File: config.mk
export PLATFORM = sky130hd
export DESIGN_NAME = id_ex_operand_stage_flat
export DESIGN_NICKNAME = d
export VERILOG_FILES = /design/src/rtl/id_ex_operand_stage_if.sv /design/src/rtl/id_ex_operand_stage.sv /design/src/flat_wrapper.sv
export SDC_FILE = /design/constraint.sdc
export NUM_CORES = 1
export LEC_CHECK = 0
export ABC_AREA = 1
export BUFFER_PORTS_ARGS = -buffer_cell sky130_fd_sc_hd__buf_2
export CAP_MARGIN = 0
export CORE_MARGIN = 1.5
export CORE_UTILIZATION = 42
export CTS_CLUSTER_DIAMETER = 100
export DETAILED_ROUTE_END_ITERATION = 6
export PLACE_DENSITY_LB_ADDON = 0.1
export REMOVE_ABC_BUFFERS = 1
export SKIP_CTS_REPAIR_TIMING = 1
export SYNTH_ARGS = -nofsm -noshare
export SYNTH_HDL_FRONTEND = slang
export SYNTH_SLANG_ARGS = --single-unit
File: constraint.sdc
create_clock -name i_clk -period 4.2 [get_ports i_clk]
set_input_delay 0.84 -clock i_clk [delete_from_list [all_inputs] [get_ports i_clk]]
set_output_delay 0.84 -clock i_clk [all_outputs]
set_load 0.02 [all_outputs]
File: src/rtl/id_ex_operand_stage_if.sv
// Bundle between the decode stage, the downstream forwarding sources and the
// ID/EX operand register. The master side is decode/hazard logic; the slave side is the stage.
interface id_ex_operand_stage_if #(
  parameter int DATA_W = 32,
  parameter int REG_AW = 5
) ();
  // pipeline control
  logic              stall;
  logic              flush;

  // decode slot
  logic              id_valid;
  logic [REG_AW-1:0] id_rs_addr;
  logic [REG_AW-1:0] id_rt_addr;
  logic [REG_AW-1:0] id_rd_addr;
  logic [DATA_W-1:0] id_rs_data;
  logic [DATA_W-1:0] id_rt_data;
  logic [DATA_W-1:0] id_imm;
  logic              id_use_imm;
  logic [3:0]        id_alu_op;
  logic [4:0]        id_shamt;
  logic              id_reg_write;
  logic              id_mem_read;

  // forwarding sources
  logic [DATA_W-1:0] ex_result;
  logic              mem_reg_write;
  logic [REG_AW-1:0] mem_rd;
  logic [DATA_W-1:0] mem_result;
  logic              wb_reg_write;
  logic [REG_AW-1:0] wb_rd;
  logic [DATA_W-1:0] wb_result;

  // EX slot towards the ALU
  logic              ex_valid;
  logic [DATA_W-1:0] ex_rs;
  logic [DATA_W-1:0] ex_rt;
  logic [DATA_W-1:0] ex_store_data;
  logic [3:0]        ex_alu_op;
  logic [4:0]        ex_shamt;
  logic [REG_AW-1:0] ex_rd;
  logic              ex_reg_write;
  logic              ex_mem_read;
  logic              load_use_stall;

  modport master (
    output stall, flush,
    output id_valid, id_rs_addr, id_rt_addr, id_rd_addr, id_rs_data, id_rt_data,
    output id_imm, id_use_imm, id_alu_op, id_shamt, id_reg_write, id_mem_read,
    output ex_result, mem_reg_write, mem_rd, mem_result, wb_reg_write, wb_rd, wb_result,
    input  ex_valid, ex_rs, ex_rt, ex_store_data, ex_alu_op, ex_shamt,
    input  ex_rd, ex_reg_write, ex_mem_read, load_use_stall
  );

  modport slave (
    input  stall, flush,
    input  id_valid, id_rs_addr, id_rt_addr, id_rd_addr, id_rs_data, id_rt_data,
    input  id_imm, id_use_imm, id_alu_op, id_shamt, id_reg_write, id_mem_read,
    input  ex_result, mem_reg_write, mem_rd, mem_result, wb_reg_write, wb_rd, wb_result,
    output ex_valid, ex_rs, ex_rt, ex_store_data, ex_alu_op, ex_shamt,
    output ex_rd, ex_reg_write, ex_mem_read, load_use_stall
  );
endinterface

File: src/rtl/id_ex_operand_stage.sv
// ID/EX operand register: forwards EX/MEM/WB results into both source operands,
// muxes the immediate onto operand B and inserts a bubble on a load-use hazard.
module id_ex_operand_stage #(
  parameter int DATA_W = 32,
  parameter int REG_AW = 5
) (
  input  logic                 i_clk,
  input  logic                 i_rst,
  id_ex_operand_stage_if.slave bus
);

  logic              r_ex_valid;
  logic [DATA_W-1:0] r_ex_rs;
  logic [DATA_W-1:0] r_ex_rt;
  logic [DATA_W-1:0] r_ex_store_data;
  logic [3:0]        r_ex_alu_op;
  logic [4:0]        r_ex_shamt;
  logic [REG_AW-1:0] r_ex_rd;
  logic              r_ex_reg_write;
  logic              r_ex_mem_read;

  logic              w_ex_fwd_en;
  logic [DATA_W-1:0] w_fwd_a;
  logic [DATA_W-1:0] w_fwd_b;
  logic [DATA_W-1:0] w_opnd_b;
  logic              w_load_use;

  // Nearest producer wins; $0 is hardwired so it never takes a forwarded value.
  function automatic logic [DATA_W-1:0] forward(
    input logic [REG_AW-1:0] addr,
    input logic [DATA_W-1:0] rf_data,
    input logic              ex_en,
    input logic [REG_AW-1:0] ex_rd,
    input logic [DATA_W-1:0] ex_res,
    input logic              mem_en,
    input logic [REG_AW-1:0] mem_rd,
    input logic [DATA_W-1:0] mem_res,
    input logic              wb_en,
    input logic [REG_AW-1:0] wb_rd,
    input logic [DATA_W-1:0] wb_res
  );
    logic [DATA_W-1:0] sel;
    sel = rf_data;
    if (addr != '0) begin
      if (ex_en && (ex_rd == addr))
        sel = ex_res;
      else if (mem_en && (mem_rd == addr))
        sel = mem_res;
      else if (wb_en && (wb_rd == addr))
        sel = wb_res;
    end
    return sel;
  endfunction

  // A load in EX has no data yet, so only ALU results forward from EX.
  assign w_ex_fwd_en = r_ex_valid & r_ex_reg_write & ~r_ex_mem_read;

  always_comb begin
    w_fwd_a = forward(bus.id_rs_addr, bus.id_rs_data,
                      w_ex_fwd_en, r_ex_rd, bus.ex_result,
                      bus.mem_reg_write, bus.mem_rd, bus.mem_result,
                      bus.wb_reg_write, bus.wb_rd, bus.wb_result);
    w_fwd_b = forward(bus.id_rt_addr, bus.id_rt_data,
                      w_ex_fwd_en, r_ex_rd, bus.ex_result,
                      bus.mem_reg_write, bus.mem_rd, bus.mem_result,
                      bus.wb_reg_write, bus.wb_rd, bus.wb_result);
    w_opnd_b = bus.id_use_imm ? bus.id_imm : w_fwd_b;
  end

  assign w_load_use = bus.id_valid & r_ex_valid & r_ex_mem_read & (r_ex_rd != '0) &
                      ((r_ex_rd == bus.id_rs_addr) | (r_ex_rd == bus.id_rt_addr));

  // ID -> EX register: flush beats stall, stall beats the load-use bubble.
  always_ff @(posedge i_clk or posedge i_rst) begin
    if (i_rst) begin
      r_ex_valid      <= 1'b0;
      r_ex_rs         <= '0;
      r_ex_rt         <= '0;
      r_ex_store_data <= '0;
      r_ex_alu_op     <= '0;
      r_ex_shamt      <= '0;
      r_ex_rd         <= '0;
      r_ex_reg_write  <= 1'b0;
      r_ex_mem_read   <= 1'b0;
    end else if (bus.flush || (!bus.stall && w_load_use)) begin
      r_ex_valid      <= 1'b0;
      r_ex_rs         <= '0;
      r_ex_rt         <= '0;
      r_ex_store_data <= '0;
      r_ex_alu_op     <= '0;
      r_ex_shamt      <= '0;
      r_ex_rd         <= '0;
      r_ex_reg_write  <= 1'b0;
      r_ex_mem_read   <= 1'b0;
    end else if (!bus.stall) begin
      r_ex_valid      <= bus.id_valid;
      r_ex_rs         <= w_fwd_a;
      r_ex_rt         <= w_opnd_b;
      r_ex_store_data <= w_fwd_b;
      r_ex_alu_op     <= bus.id_valid ? bus.id_alu_op : 4'b0000;
      r_ex_shamt      <= bus.id_shamt;
      r_ex_rd         <= bus.id_rd_addr;
      r_ex_reg_write  <= bus.id_valid & bus.id_reg_write;
      r_ex_mem_read   <= bus.id_valid & bus.id_mem_read;
    end
  end

  assign bus.ex_valid       = r_ex_valid;
  assign bus.ex_rs          = r_ex_rs;
  assign bus.ex_rt          = r_ex_rt;
  assign bus.ex_store_data  = r_ex_store_data;
  assign bus.ex_alu_op      = r_ex_alu_op;
  assign bus.ex_shamt       = r_ex_shamt;
  assign bus.ex_rd          = r_ex_rd;
  assign bus.ex_reg_write   = r_ex_reg_write;
  assign bus.ex_mem_read    = r_ex_mem_read;
  assign bus.load_use_stall = w_load_use;

endmodule

File: src/flat_wrapper.sv
// flat-port wrapper written by rule: the top's interface ports become plain ports
module id_ex_operand_stage_flat 
#(
  parameter int DATA_W = 32,
  parameter int REG_AW = 5
)
  (i_clk, i_rst, bus_stall, bus_flush, bus_id_valid, bus_id_rs_addr, bus_id_rt_addr, bus_id_rd_addr, bus_id_rs_data, bus_id_rt_data, bus_id_imm, bus_id_use_imm, bus_id_alu_op, bus_id_shamt, bus_id_reg_write, bus_id_mem_read, bus_ex_result, bus_mem_reg_write, bus_mem_rd, bus_mem_result, bus_wb_reg_write, bus_wb_rd, bus_wb_result, bus_ex_valid, bus_ex_rs, bus_ex_rt, bus_ex_store_data, bus_ex_alu_op, bus_ex_shamt, bus_ex_rd, bus_ex_reg_write, bus_ex_mem_read, bus_load_use_stall);
  id_ex_operand_stage_if #(.DATA_W(DATA_W), .REG_AW(REG_AW)) bus_i ();
  input  logic i_clk;
  input  logic i_rst;
  input wire logic [$bits(bus_i.stall)-1:0] bus_stall;
  input wire logic [$bits(bus_i.flush)-1:0] bus_flush;
  input wire logic [$bits(bus_i.id_valid)-1:0] bus_id_valid;
  input wire logic [$bits(bus_i.id_rs_addr)-1:0] bus_id_rs_addr;
  input wire logic [$bits(bus_i.id_rt_addr)-1:0] bus_id_rt_addr;
  input wire logic [$bits(bus_i.id_rd_addr)-1:0] bus_id_rd_addr;
  input wire logic [$bits(bus_i.id_rs_data)-1:0] bus_id_rs_data;
  input wire logic [$bits(bus_i.id_rt_data)-1:0] bus_id_rt_data;
  input wire logic [$bits(bus_i.id_imm)-1:0] bus_id_imm;
  input wire logic [$bits(bus_i.id_use_imm)-1:0] bus_id_use_imm;
  input wire logic [$bits(bus_i.id_alu_op)-1:0] bus_id_alu_op;
  input wire logic [$bits(bus_i.id_shamt)-1:0] bus_id_shamt;
  input wire logic [$bits(bus_i.id_reg_write)-1:0] bus_id_reg_write;
  input wire logic [$bits(bus_i.id_mem_read)-1:0] bus_id_mem_read;
  input wire logic [$bits(bus_i.ex_result)-1:0] bus_ex_result;
  input wire logic [$bits(bus_i.mem_reg_write)-1:0] bus_mem_reg_write;
  input wire logic [$bits(bus_i.mem_rd)-1:0] bus_mem_rd;
  input wire logic [$bits(bus_i.mem_result)-1:0] bus_mem_result;
  input wire logic [$bits(bus_i.wb_reg_write)-1:0] bus_wb_reg_write;
  input wire logic [$bits(bus_i.wb_rd)-1:0] bus_wb_rd;
  input wire logic [$bits(bus_i.wb_result)-1:0] bus_wb_result;
  output wire logic [$bits(bus_i.ex_valid)-1:0] bus_ex_valid;
  output wire logic [$bits(bus_i.ex_rs)-1:0] bus_ex_rs;
  output wire logic [$bits(bus_i.ex_rt)-1:0] bus_ex_rt;
  output wire logic [$bits(bus_i.ex_store_data)-1:0] bus_ex_store_data;
  output wire logic [$bits(bus_i.ex_alu_op)-1:0] bus_ex_alu_op;
  output wire logic [$bits(bus_i.ex_shamt)-1:0] bus_ex_shamt;
  output wire logic [$bits(bus_i.ex_rd)-1:0] bus_ex_rd;
  output wire logic [$bits(bus_i.ex_reg_write)-1:0] bus_ex_reg_write;
  output wire logic [$bits(bus_i.ex_mem_read)-1:0] bus_ex_mem_read;
  output wire logic [$bits(bus_i.load_use_stall)-1:0] bus_load_use_stall;
  assign bus_i.stall = bus_stall;
  assign bus_i.flush = bus_flush;
  assign bus_i.id_valid = bus_id_valid;
  assign bus_i.id_rs_addr = bus_id_rs_addr;
  assign bus_i.id_rt_addr = bus_id_rt_addr;
  assign bus_i.id_rd_addr = bus_id_rd_addr;
  assign bus_i.id_rs_data = bus_id_rs_data;
  assign bus_i.id_rt_data = bus_id_rt_data;
  assign bus_i.id_imm = bus_id_imm;
  assign bus_i.id_use_imm = bus_id_use_imm;
  assign bus_i.id_alu_op = bus_id_alu_op;
  assign bus_i.id_shamt = bus_id_shamt;
  assign bus_i.id_reg_write = bus_id_reg_write;
  assign bus_i.id_mem_read = bus_id_mem_read;
  assign bus_i.ex_result = bus_ex_result;
  assign bus_i.mem_reg_write = bus_mem_reg_write;
  assign bus_i.mem_rd = bus_mem_rd;
  assign bus_i.mem_result = bus_mem_result;
  assign bus_i.wb_reg_write = bus_wb_reg_write;
  assign bus_i.wb_rd = bus_wb_rd;
  assign bus_i.wb_result = bus_wb_result;
  assign bus_ex_valid = bus_i.ex_valid;
  assign bus_ex_rs = bus_i.ex_rs;
  assign bus_ex_rt = bus_i.ex_rt;
  assign bus_ex_store_data = bus_i.ex_store_data;
  assign bus_ex_alu_op = bus_i.ex_alu_op;
  assign bus_ex_shamt = bus_i.ex_shamt;
  assign bus_ex_rd = bus_i.ex_rd;
  assign bus_ex_reg_write = bus_i.ex_reg_write;
  assign bus_ex_mem_read = bus_i.ex_mem_read;
  assign bus_load_use_stall = bus_i.load_use_stall;
  id_ex_operand_stage #(.DATA_W(DATA_W), .REG_AW(REG_AW)) u_core (.i_clk(i_clk), .i_rst(i_rst), .bus(bus_i));
endmodule
## Yosys cells after proc, flatten, opt, wreduce, memory -nomap -nowiden

Cells that the tools add are included.

| cells by class | value |
|---|---|
| shifts and indexed selects | 0 |
| mux-type cells | 28 |
| magnitude comparators | 0 |
| equal/unequal tests | 7 |
| $add $sub $neg | 0 |
| reduce and logical (&&, ||, !) cells | 12 |
| bitwise logic cells | 10 |
| multiply operators | 0 |
| divide/modulo/power cells | 0 |

Operators with widths:

| operator | number |
|---|---|
| $mux W32 | 15 |
| $eq A5 B5 Y1 | 6 |
| $mux W5 | 4 |
| $reduce_bool A5 Y1 | 3 |
| $mux W4 | 3 |
| $and A1 B1 Y1 | 8 |
| $logic_and A1 B1 Y1 | 7 |
| $mux W1 | 6 |
| $ne A2 B1 Y1 const B | 1 |
| $logic_not A1 Y1 | 1 |
| $logic_or A1 B1 Y1 | 1 |
| $not A1 Y1 | 1 |
| $or A1 B1 Y1 | 1 |

| storage, ports and cells | value |
|---|---|
| bits in latches | 0 |
| memory bits (writable) | 0 |
| memory bits (read-only) | 0 |
| bits of input ports | 236 |
| memories | 0 |
| bits in registers | 113 |

## Longest topological paths before layout

Gate-level depths: netlist of the first run.

| depth | value |
|---|---|
| word-level depth | 9 |
| depth in mapped cells | 14 |
| gate-level depth less buffers | 13 |

## Worst setup path before layout of the first run

OpenSTA, ideal clock, no wires.

| timing path | value |
|---|---|
| path kind | input to output |
| from | input bus_id_rt_addr[0] |
| to | output bus_load_use_stall |
| slack | 1821 ps |
| data arrival time | 1539 ps |
| buffers on the path | 0 |
| required time | 3360 ps |
| cell stages on the path | 7 |
| cells stage by stage | inv_2 nand2_1 nand2_1 nand3_1 nor2_2 o21ai_2 inv_1 |

| between the ends | value |
|---|---|
| word-level cells in the longest chain between the ends | 3 |

RTL lines:

| item | RTL line | text |
|---|---|---|
| from (decl) | flat_wrapper.sv:15 | `input wire logic [$bits(bus_i.id_rt_addr)-1:0] bus_id_rt_addr;` |
| $eq A5 B5 Y1 | id_ex_operand_stage.sv:71 | `((r_ex_rd == bus.id_rs_addr) \| (r_ex_rd == bus.id_rt_addr));` |
| $or A1 B1 Y1 | id_ex_operand_stage.sv:71 |  |
| $and A1 B1 Y1 | id_ex_operand_stage.sv:70 | `assign w_load_use = bus.id_valid & r_ex_valid & r_ex_mem_read & (r_ex_rd != '0) &` |
| to (decl) | flat_wrapper.sv:41 | `output wire logic [$bits(bus_i.load_use_stall)-1:0] bus_load_use_stall;` |

Every way passes these cells.

## Worst setup path after layout of the first run

| timing path | value |
|---|---|
| from | input bus_id_rs_addr[1] |
| to | output bus_load_use_stall |

| between the ends | value |
|---|---|
| word-level cells in the longest chain between the ends | 3 |

RTL lines:

| item | RTL line | text |
|---|---|---|
| from (decl) | flat_wrapper.sv:14 | `input wire logic [$bits(bus_i.id_rs_addr)-1:0] bus_id_rs_addr;` |
| $eq A5 B5 Y1 | id_ex_operand_stage.sv:71 |  |
| $or A1 B1 Y1 | id_ex_operand_stage.sv:71 |  |
| $and A1 B1 Y1 | id_ex_operand_stage.sv:70 |  |

Every way passes these cells.

==> flow_summary.ini, run 1 <==
[run_status]
run_status = completed

[yosys]
yosys_most_used_dff = dfrtp_1
avgSynthCellArea_sq_um = 5.727
synth.area.top_cells = dfrtp_1, nand2_1, nor2_1
netlist_instances = 1499
synth_commonest_cells = nand2_1, nor2_1, nand3_1
async_reset_ff_frac = 1.000
yosysTopAreaCell = dfrtp_1
yosysTopAreaCellShare = 0.3294
syn-cell-area_sq_mm = 0.008584
synth_edf_count = 0
synth-seq-cells = 113
ys_warn_count = 0
yosysSeqAreaShare = 0.3294
synth_cell_types = 27
yosysMostFrequentCell = nand2_1

[pwr]
pwr-share-comb = 0.208
p_leak_nw = 6.819
p_sw_mw = 1.099
swShare = 0.3042
ir_worst_vdd_uv = 262.2
seq_power_share = 0.333
p_int_mw = 2.513
clockPowerShare = 0.459
power.density_mw_per_mm2 = 321.9

[global_route]
grt_usage = 0.3153
overflow = 0
grt_pass1_wl_mm = 52.92
grt_max_degree = 76
grt_pass1_vias = 9594
antenna_found_initial = 18

[clock_tree]
clock-sinks = 113
cts_buffers = 17
clkTransAtPathRegs_ns = 0.06
h-tree-depth = 4
clk_latency_ns = 0.43
cts_tree = yes
cts-root-buf = clkbuf_16
cts.path.max_buffers = 2

[layout]
fin_nets = 2028
area_growth_pct = 30.72
postLayoutCoreUtil = 0.5564
final_cells = 2091
drive_gt1_frac = 0.2499
fill_cells = 2149

[route]
via_per_inst = 4.983
drc = 0
wl_per_cell_microns = 16.17
ant_nets = 0
firstDrtPassIters = 5
detailedRoute.firstIterationViolations = 721
vias = 10420
drt_wl_total_mm = 33.82

[setup_path]
arrival_ns = 1.90
cp-end-kind = output pin
path_class = input port to output pin
cpPeakStageDelay_ns = 0.19
r2r_setup_slack_ns = 1.79
critPathBufInv = 4
r2r-start = u_core.bus.ex_mem_read
path_cells = buf_2, inv_1, nand2_1, nand3_1, nor2_1, o21ai_2, inv_1, buf_2
r2r_cells = 12
path_depth = 8
path_delay_family = buffers and inverters
crit_fanout = 4
start_kind = input port
r2r-end = u_core.bus.ex_rt[21]
cpMaxStageDelayCell = nand3_1
crit_required_ns = 3.36

[place]
dp_cells = 2043
routabilityCongestion = 0.9138
place_ws_ns = 1.306
hpwl_mm = 22.12
io_buffers = 349

[timing]
slew_violations = 0
rsz0062_at_grt = no
worst_pin_slew_ns = 1.025
slew_headroom = 0.3158
fmax_ghz = 0.3650
hold_violations = 0
fin_crit_ns = 2.740
setup_viol = 0
fin_ws_ns = 1.460
finalCritPeriodShare = 0.6523
fin_skew_ns = 0.01297

[worst_hold_path]
hold_depth = 2
min_from = u_core.bus.ex_alu_op[1]
hold_path_class = register to register
hold_end = u_core.bus.ex_alu_op[1]

[floorplanning]
coreArea_sq_mm = 0.02017
die_y_microns = 146.0
initial_core_util = 0.4256
rows = 52
fp.dieW_microns = 146.0
dieArea_sq_mm = 0.02131
io_pins = 350

[job]
drv_cap = 0
-- power by group through the flow --
stage                     Sequential, mW  Clock (mW)  Combinational (mW)
final                               1.20        1.66               0.750
after global routing                1.21        1.71               0.832
after CTS                           1.20        1.67               0.751
after detailed placement            1.22           0               0.748
after global placement              1.22           0               0.745
after floorplan                     1.31           0               0.309
-- cell families after synthesis --
group / share of synthesized area
simple gates: 0.5409
buf+inv: 0.08832
flops: 0.3294
compound gates: 0.03629
xor+xnor: 0.005102
-- cell usage in the layout (no fill, tap or decap), drive strengths merged --
master,netlist,final
nand2,648,648
buf,40,363
nor2,273,273
nand3,144,144
dfrtp,113,113
inv,100,100
o21ai,41,41
nand4,35,35
or2,32,32
clkbuf,49,22
diode,0,16
a22o,6,6
bufinv,0,5
a21oi,5,5
o22ai,4,4
nor3,4,4
xnor2,3,3
clkinv,0,3
xor2,2,2
clkinvlp,0,2
-- how the worst max path moves through the flow --
stage / from / slack, ns / endpoint
after CTS: bus_id_rs_addr[1] / 1.46 / bus_load_use_stall
after global routing: bus_id_rt_addr[3] / 1.40 / bus_load_use_stall
final: bus_id_rs_addr[1] / 1.46 / bus_load_use_stall
after floorplan: bus_stall / -0.68 / u_core.bus.ex_mem_read
after detailed placement: bus_id_rt_addr[2] / 1.31 / u_core.bus.ex_rt[21]
after global placement: bus_id_rt_addr[2] / 1.34 / u_core.bus.ex_rt[11]
-- state kept, by name, summed over array words and instances, names as in the netlist --
name                      cells
u_core.bus.ex_mem_read        1
u_core.bus.ex_valid           1
u_core.bus.ex_reg_write       1
u_core.bus.ex_shamt           5
u_core.bus.ex_alu_op          4
u_core.bus.ex_rt             32
u_core.bus.ex_rs             32
u_core.bus.ex_rd              5
u_core.bus.ex_store_data     32
-- final cells by class --
| class | instances | area, sq um | area share |
|---|---|---|---|
| Antenna cell | 16 | 40.04 | 0.003568 |
| Clock buffer | 22 | 474.2 | 0.04226 |
| Sequential cell | 113 | 2828 | 0.2520 |
| Clock inverter | 10 | 180.2 | 0.01606 |
| Inverter | 100 | 377.9 | 0.03367 |
| Multi-Input combinational cell | 1197 | 5095 | 0.4540 |
| Tap cell | 270 | 337.8 | 0.03010 |
| Timing Repair Buffer | 363 | 1889 | 0.1684 |
-- through the flow --
step	instance area [sq um]	total power, mW	TNS [ns]	hold slack [ns]
after floorplan	8202	1.618	-24.74	0.5912
after global placement	10530	1.964	0	0.4565
after detailed placement	10530	1.968	0	0.4602
after CTS	11180	3.623	0	0.4764
after global routing	11210	3.758	0	0.4917
final	11220	3.612	0	0.4753
-- layer usage --
layer  wire length [microns]  up-vias  GRT usage
met1                   14010     4653     0.3970
met3                    3053       70    0.08150
met5                      23        -          0
met4                    1039        4     0.1372
met2                   15690      451     0.5110
li1                        -     5242          -
-- tightest hold or removal path: cells and delay by family, from the launching register on --
family | cells | cell delay, ns
simple gates | 2 | 0.10
flops | 1 | 0.34
Note: power is estimated with default switching activity, not from simulation.
==> inputs of run 2 (changes only) <==
- clock period: 4.2 -> 2.53 ns (I/O delays scaled with it)
==> run 2 against run 1 <==
Utilization is 0.87 points higher. Flip-flop and latch count is the same. Clock-buffer cell count decreased by 2. Worst hold slack worse by 0.35 ns. Global-route usage is 0.066 points higher. Critical path type is now register to output pin. Largest power group unchanged.
==> flow_summary.ini, run 2 (same netlist as run 1, synthesis figures left out) <==
[run_status]
run_status = completed

[timing]
fin_skew_ns = 0.01121
worst_pin_slew_ns = 0.9576
finalCritPeriodShare = 0.9296
setup_viol = 0
fin_tns_setup_ns = 0
fmax_ghz = 0.4252
slew_headroom = 0.3601
hold_violations = 0
slew_violations = 0
fin_ws_ns = 0.1782
rsz0062_at_grt = no
fin_crit_ns = 2.352

[setup_path]
crit_required_ns = 2.02
r2r-start = u_core.bus.ex_rd[4]
cp-end-kind = output pin
crit_fanout = 4
endpoint = bus_load_use_stall
arrival_ns = 1.85
path_class = register to output pin
start_kind = register
r2r-end = u_core.bus.ex_rs[18]
critPathLaunch = u_core.bus.ex_rd[4]
r2r_setup_slack_ns = 0.41
r2r_cells = 11

[floorplanning]
die_y_microns = 146.0
fp.dieW_microns = 146.0
coreArea_sq_mm = 0.02017
io_pins = 350
rows = 52
dieArea_sq_mm = 0.02131
initial_core_util = 0.4256

[global_route]
grt_pass1_vias = 10040
antenna_found_initial = 7
grt_usage = 0.3160
grt_max_degree = 65
grtUsageMet1 = 0.3945
top_usage_layer = met2
grt_pass1_wl_mm = 53.30
grtUsageMet2 = 0.5279
overflow = 0
met3_usage = 0.07429

[pwr]
p_sw_mw = 1.855
p_leak_nw = 6.908
swShare = 0.3113
p_int_mw = 4.102
ir_worst_vdd_uv = 434.9
seq_power_share = 0.336
power.density_mw_per_mm2 = 522.7
clockPowerShare = 0.451
pwr-share-comb = 0.214

[layout]
layout_commonest_cell = nand2_1
layout_common_cells = nand2_1, buf_2, nor2_1, nand3_1, dfrtp_1
area_growth_pct = 32.77
fin_nets = 2042
postLayoutCoreUtil = 0.5651
drive_gt1_frac = 0.2567

[clock_tree]
h-tree-depth = 4
cts_buffers = 17
cts.path.max_buffers = 2
clk_latency_ns = 0.42
clkTransAtPathRegs_ns = 0.06
cts-root-buf = clkbuf_16
cts_tree = yes
clock-sinks = 113

[route]
wl_per_cell_microns = 16.02
drt_wl_total_mm = 33.58
firstDrtPassIters = 5
via_per_inst = 5.090
vias = 10670
ant_nets = 0
drc = 0
detailedRoute.firstIterationViolations = 651

[place]
place_ws_ns = 0.1621
io_buffers = 349
hpwl_mm = 23.07
routabilityCongestion = 0.8647

[job]
drv_cap = 0

[worst_hold_path]
hold_path_class = input port to asynchronous set/reset pin
## run 2: through the flow
| step | power, mW | instances | instance area [sq um] | hold slack (ns) |
|---|---|---|---|---|
| 2_1_floorplan | 2.686 | 1410 | 8202 | 0.5912 |
| 3_3_place_gp | 3.291 | 2057 | 10730 | 0.4563 |
| 3_5_place_dp | 3.299 | 2057 | 10730 | 0.4601 |
| 4_1_cts | 5.982 | 2089 | 11380 | 0.1331 |
| 5_1_grt | 6.211 | 2094 | 11390 | 0.1577 |
| 6_report | 5.957 | 2096 | 11400 | 0.1222 |
## run 2: worst max-delay path: stages (launching register included)
cell	delay [ns]
dfrtp_1	0.42
inv_1	0.15
nand2_1	0.07
nand2_1	0.06
nand3_1	0.21
nor2_4	0.20
o21ai_2	0.11
inv_1	0.05
buf_2	0.15
## run 2: how the worst min path moves through the flow
stage,from,cells after the start,slack [ns],end
2_1_floorplan,u_core.bus.ex_rs[0],2,0.59,u_core.bus.ex_rs[0]
3_3_place_gp,u_core.bus.ex_rt[23],2,0.46,u_core.bus.ex_rt[23]
3_5_place_dp,u_core.bus.ex_rt[30],2,0.46,u_core.bus.ex_rt[30]
4_1_cts,i_rst,2,0.13,u_core.bus.ex_rt[9]
5_1_grt,i_rst,2,0.16,u_core.bus.ex_rt[9]
6_report,i_rst,2,0.12,u_core.bus.ex_rt[9]
## run 2: routing by layer
metal | part of all wire | vias to the layer above
met5 | 0.00021 | -
met4 | 0.031 | 2
met3 | 0.089 | 87
met2 | 0.47 | 498
met1 | 0.41 | 4822
li1 | - | 5260
## run 2: area by class of cell
type                       instances  area [sq um]
antenna                            7         17.52
clock buffer                      20         466.7
clock inverter                    12         180.2
fill                            2140          8772
inverter                         100         377.9
multi-input combinational       1197          5095
sequential                       113          2828
tap                              270         337.8
timing repair buffer             377          2095
## run 2: power by group through the flow
stage / Combinational (mW) / Sequential (mW) / Clock (mW)
4_1_cts: 1.28 / 2.00 / 2.71
5_1_grt: 1.41 / 2.01 / 2.79
6_report: 1.27 / 2.00 / 2.69
3_5_place_dp: 1.27 / 2.03 / 0
3_3_place_gp: 1.26 / 2.03 / 0
2_1_floorplan: 0.513 / 2.17 / 0
==> inputs of run 3 (changes only) <==
- PLACE_DENSITY: not set -> 0.72
- PLACE_DENSITY_LB_ADDON: 0.1 -> not set
==> run 3 against run 2 <==
Global-route usage increased by 0.90 points. Worst hold slack improved by 0.0082 ns. Die area unchanged. Critical path type unchanged. Critical path depth unchanged. Wire length increased by 3.5%.
==> flow_summary.ini, run 3 (same netlist as run 1, synthesis figures left out) <==
[setup_path]
path_class = register to output pin
arrival_ns = 1.81
r2r_cells = 14
r2r-start = u_core.bus.ex_rd[0]
crit_fanout = 4
crit_required_ns = 2.02
r2r_setup_slack_ns = 0.37
start_kind = register
r2r-end = u_core.bus.ex_rt[14]
cp-end-kind = output pin

[global_route]
grt_usage = 0.3249
grt_pass1_wl_mm = 54.55
grt_pass1_vias = 10370
antenna_found_initial = 6
overflow = 0
grt_max_degree = 56

[floorplanning]
rows = 52
io_pins = 350
initial_core_util = 0.4256
coreArea_sq_mm = 0.02017
die_y_microns = 146.0
fp.dieW_microns = 146.0
dieArea_sq_mm = 0.02131

[route]
wl_per_cell_microns = 16.53
route.met3.wl_mm = 3.762
dr_wl_met2_mm = 16.14
firstDrtPassIters = 7
vias = 10890
highest-signal-layer = met5
via_per_inst = 5.179
drc = 0
ant_nets = 0
drt_wl_total_mm = 34.76
wl_met1_mm = 13.61
detailedRoute.firstIterationViolations = 763

[clock_tree]
cts.path.max_buffers = 2
h-tree-depth = 4
clock-sinks = 113
cts_tree = yes
clk_latency_ns = 0.42
cts-root-buf = clkbuf_16
cts_buffers = 17
clkTransAtPathRegs_ns = 0.06

[place]
io_buffers = 349
hpwl_mm = 24.25
routabilityCongestion = 0.8891

[layout]
area_growth_pct = 32.47
fin_nets = 2052
layout_common_cells = nand2_1, buf_2, nor2_1, nand3_1, dfrtp_1
drive_gt1_frac = 0.2593
fill_cells = 2124
postLayoutCoreUtil = 0.5638
layout_commonest_cell = nand2_1

[timing]
setup_viol = 0
hold_ws_ns = 0.1303
fin_crit_ns = 2.313
slew_violations = 0
slew_headroom = 0.6085
hold_violations = 0
fin_skew_ns = 0.01138
worst_pin_slew_ns = 0.5859
finalCritPeriodShare = 0.9142
fmax_ghz = 0.4324
rsz0062_at_grt = no

[pwr]
p_leak_nw = 6.923
ir_worst_vdd_uv = 423.4
power.density_mw_per_mm2 = 501.4

[run_status]
run_status = completed

[worst_hold_path]
hold_path_class = input port to asynchronous set/reset pin

[job]
drv_cap = 0
-- run 3: cell count changes in the layout (fill, tap and decap cells not counted), moves of 2 or more --
cell,before,now
buf_4,17,28
bufinv_16,4,2
clkbuf_1,0,2
clkinv_2,1,4
clkinvlp_4,5,3
diode_2,7,5
-- run 3: cell type report --
| cell class | count | area [sq um] | area share |
|---|---|---|---|
| well taps | 270 | 337.8 | 0.02971 |
| clock inverters | 10 | 111.4 | 0.009792 |
| diodes | 5 | 12.51 | 0.001100 |
| inverters | 100 | 377.9 | 0.03323 |
| flip-flops and latches | 113 | 2828 | 0.2487 |
| multi-input cells | 1197 | 5087 | 0.4474 |
| repair buffers | 387 | 2157 | 0.1897 |
| clock buffers | 21 | 460.4 | 0.04049 |
-- run 3: metrics by stage --
step | worst slack [ns] | setup TNS (ns) | area [sq um] | total power, mW | instances
after floorplan | -2.019 | -284.57 | 8202 | 2.686 | 1410
after global placement | 0.2156 | 0 | 10790 | 3.291 | 2067
after detailed placement | 0.2341 | 0 | 10790 | 3.303 | 2067
after CTS | 0.2018 | 0 | 11360 | 5.724 | 2098
after global routing | 0.1287 | 0 | 11370 | 5.955 | 2101
final | 0.2171 | 0 | 11370 | 5.702 | 2103
-- run 3: worst max path at each step --
stage / slack [ns] / depth (start not counted) / end / start
detailed placement: 0.23 / 15 / u_core.bus.ex_rt[20] / bus_id_rt_addr[0]
finish: 0.22 / 8 / bus_load_use_stall / u_core.bus.ex_rd[0]
CTS: 0.20 / 8 / bus_load_use_stall / u_core.bus.ex_rd[0]
global placement: 0.22 / 15 / u_core.bus.ex_rt[30] / bus_id_rt_addr[0]
global route: 0.13 / 8 / bus_load_use_stall / u_core.bus.ex_rd[0]
floorplan: -2.02 / 4 / u_core.bus.ex_mem_read / bus_stall
-- run 3: report_power, final --
group	switching [mW]	internal [mW]
combinational	0.834	0.448
sequential	0.0737	1.93
clock	0.928	1.49
total	1.84	3.87
-- run 3: worst max-delay path, cell delays in order (launching register included) --
cell and delay (ns):
dfrtp_1 0.43, inv_1 0.12, nand2_1 0.06, nand2_1 0.05, nand3_1 0.19, nor2_4 0.21, o21ai_2 0.10, inv_1 0.06
buf_2 0.15
-- run 3: routing by layer --
layer  up-vias  GRT usage
li1       5267          -
met1      4893     0.3982
met3       105    0.07774
met5         -          0
met4         2     0.1469
met2       624     0.5417
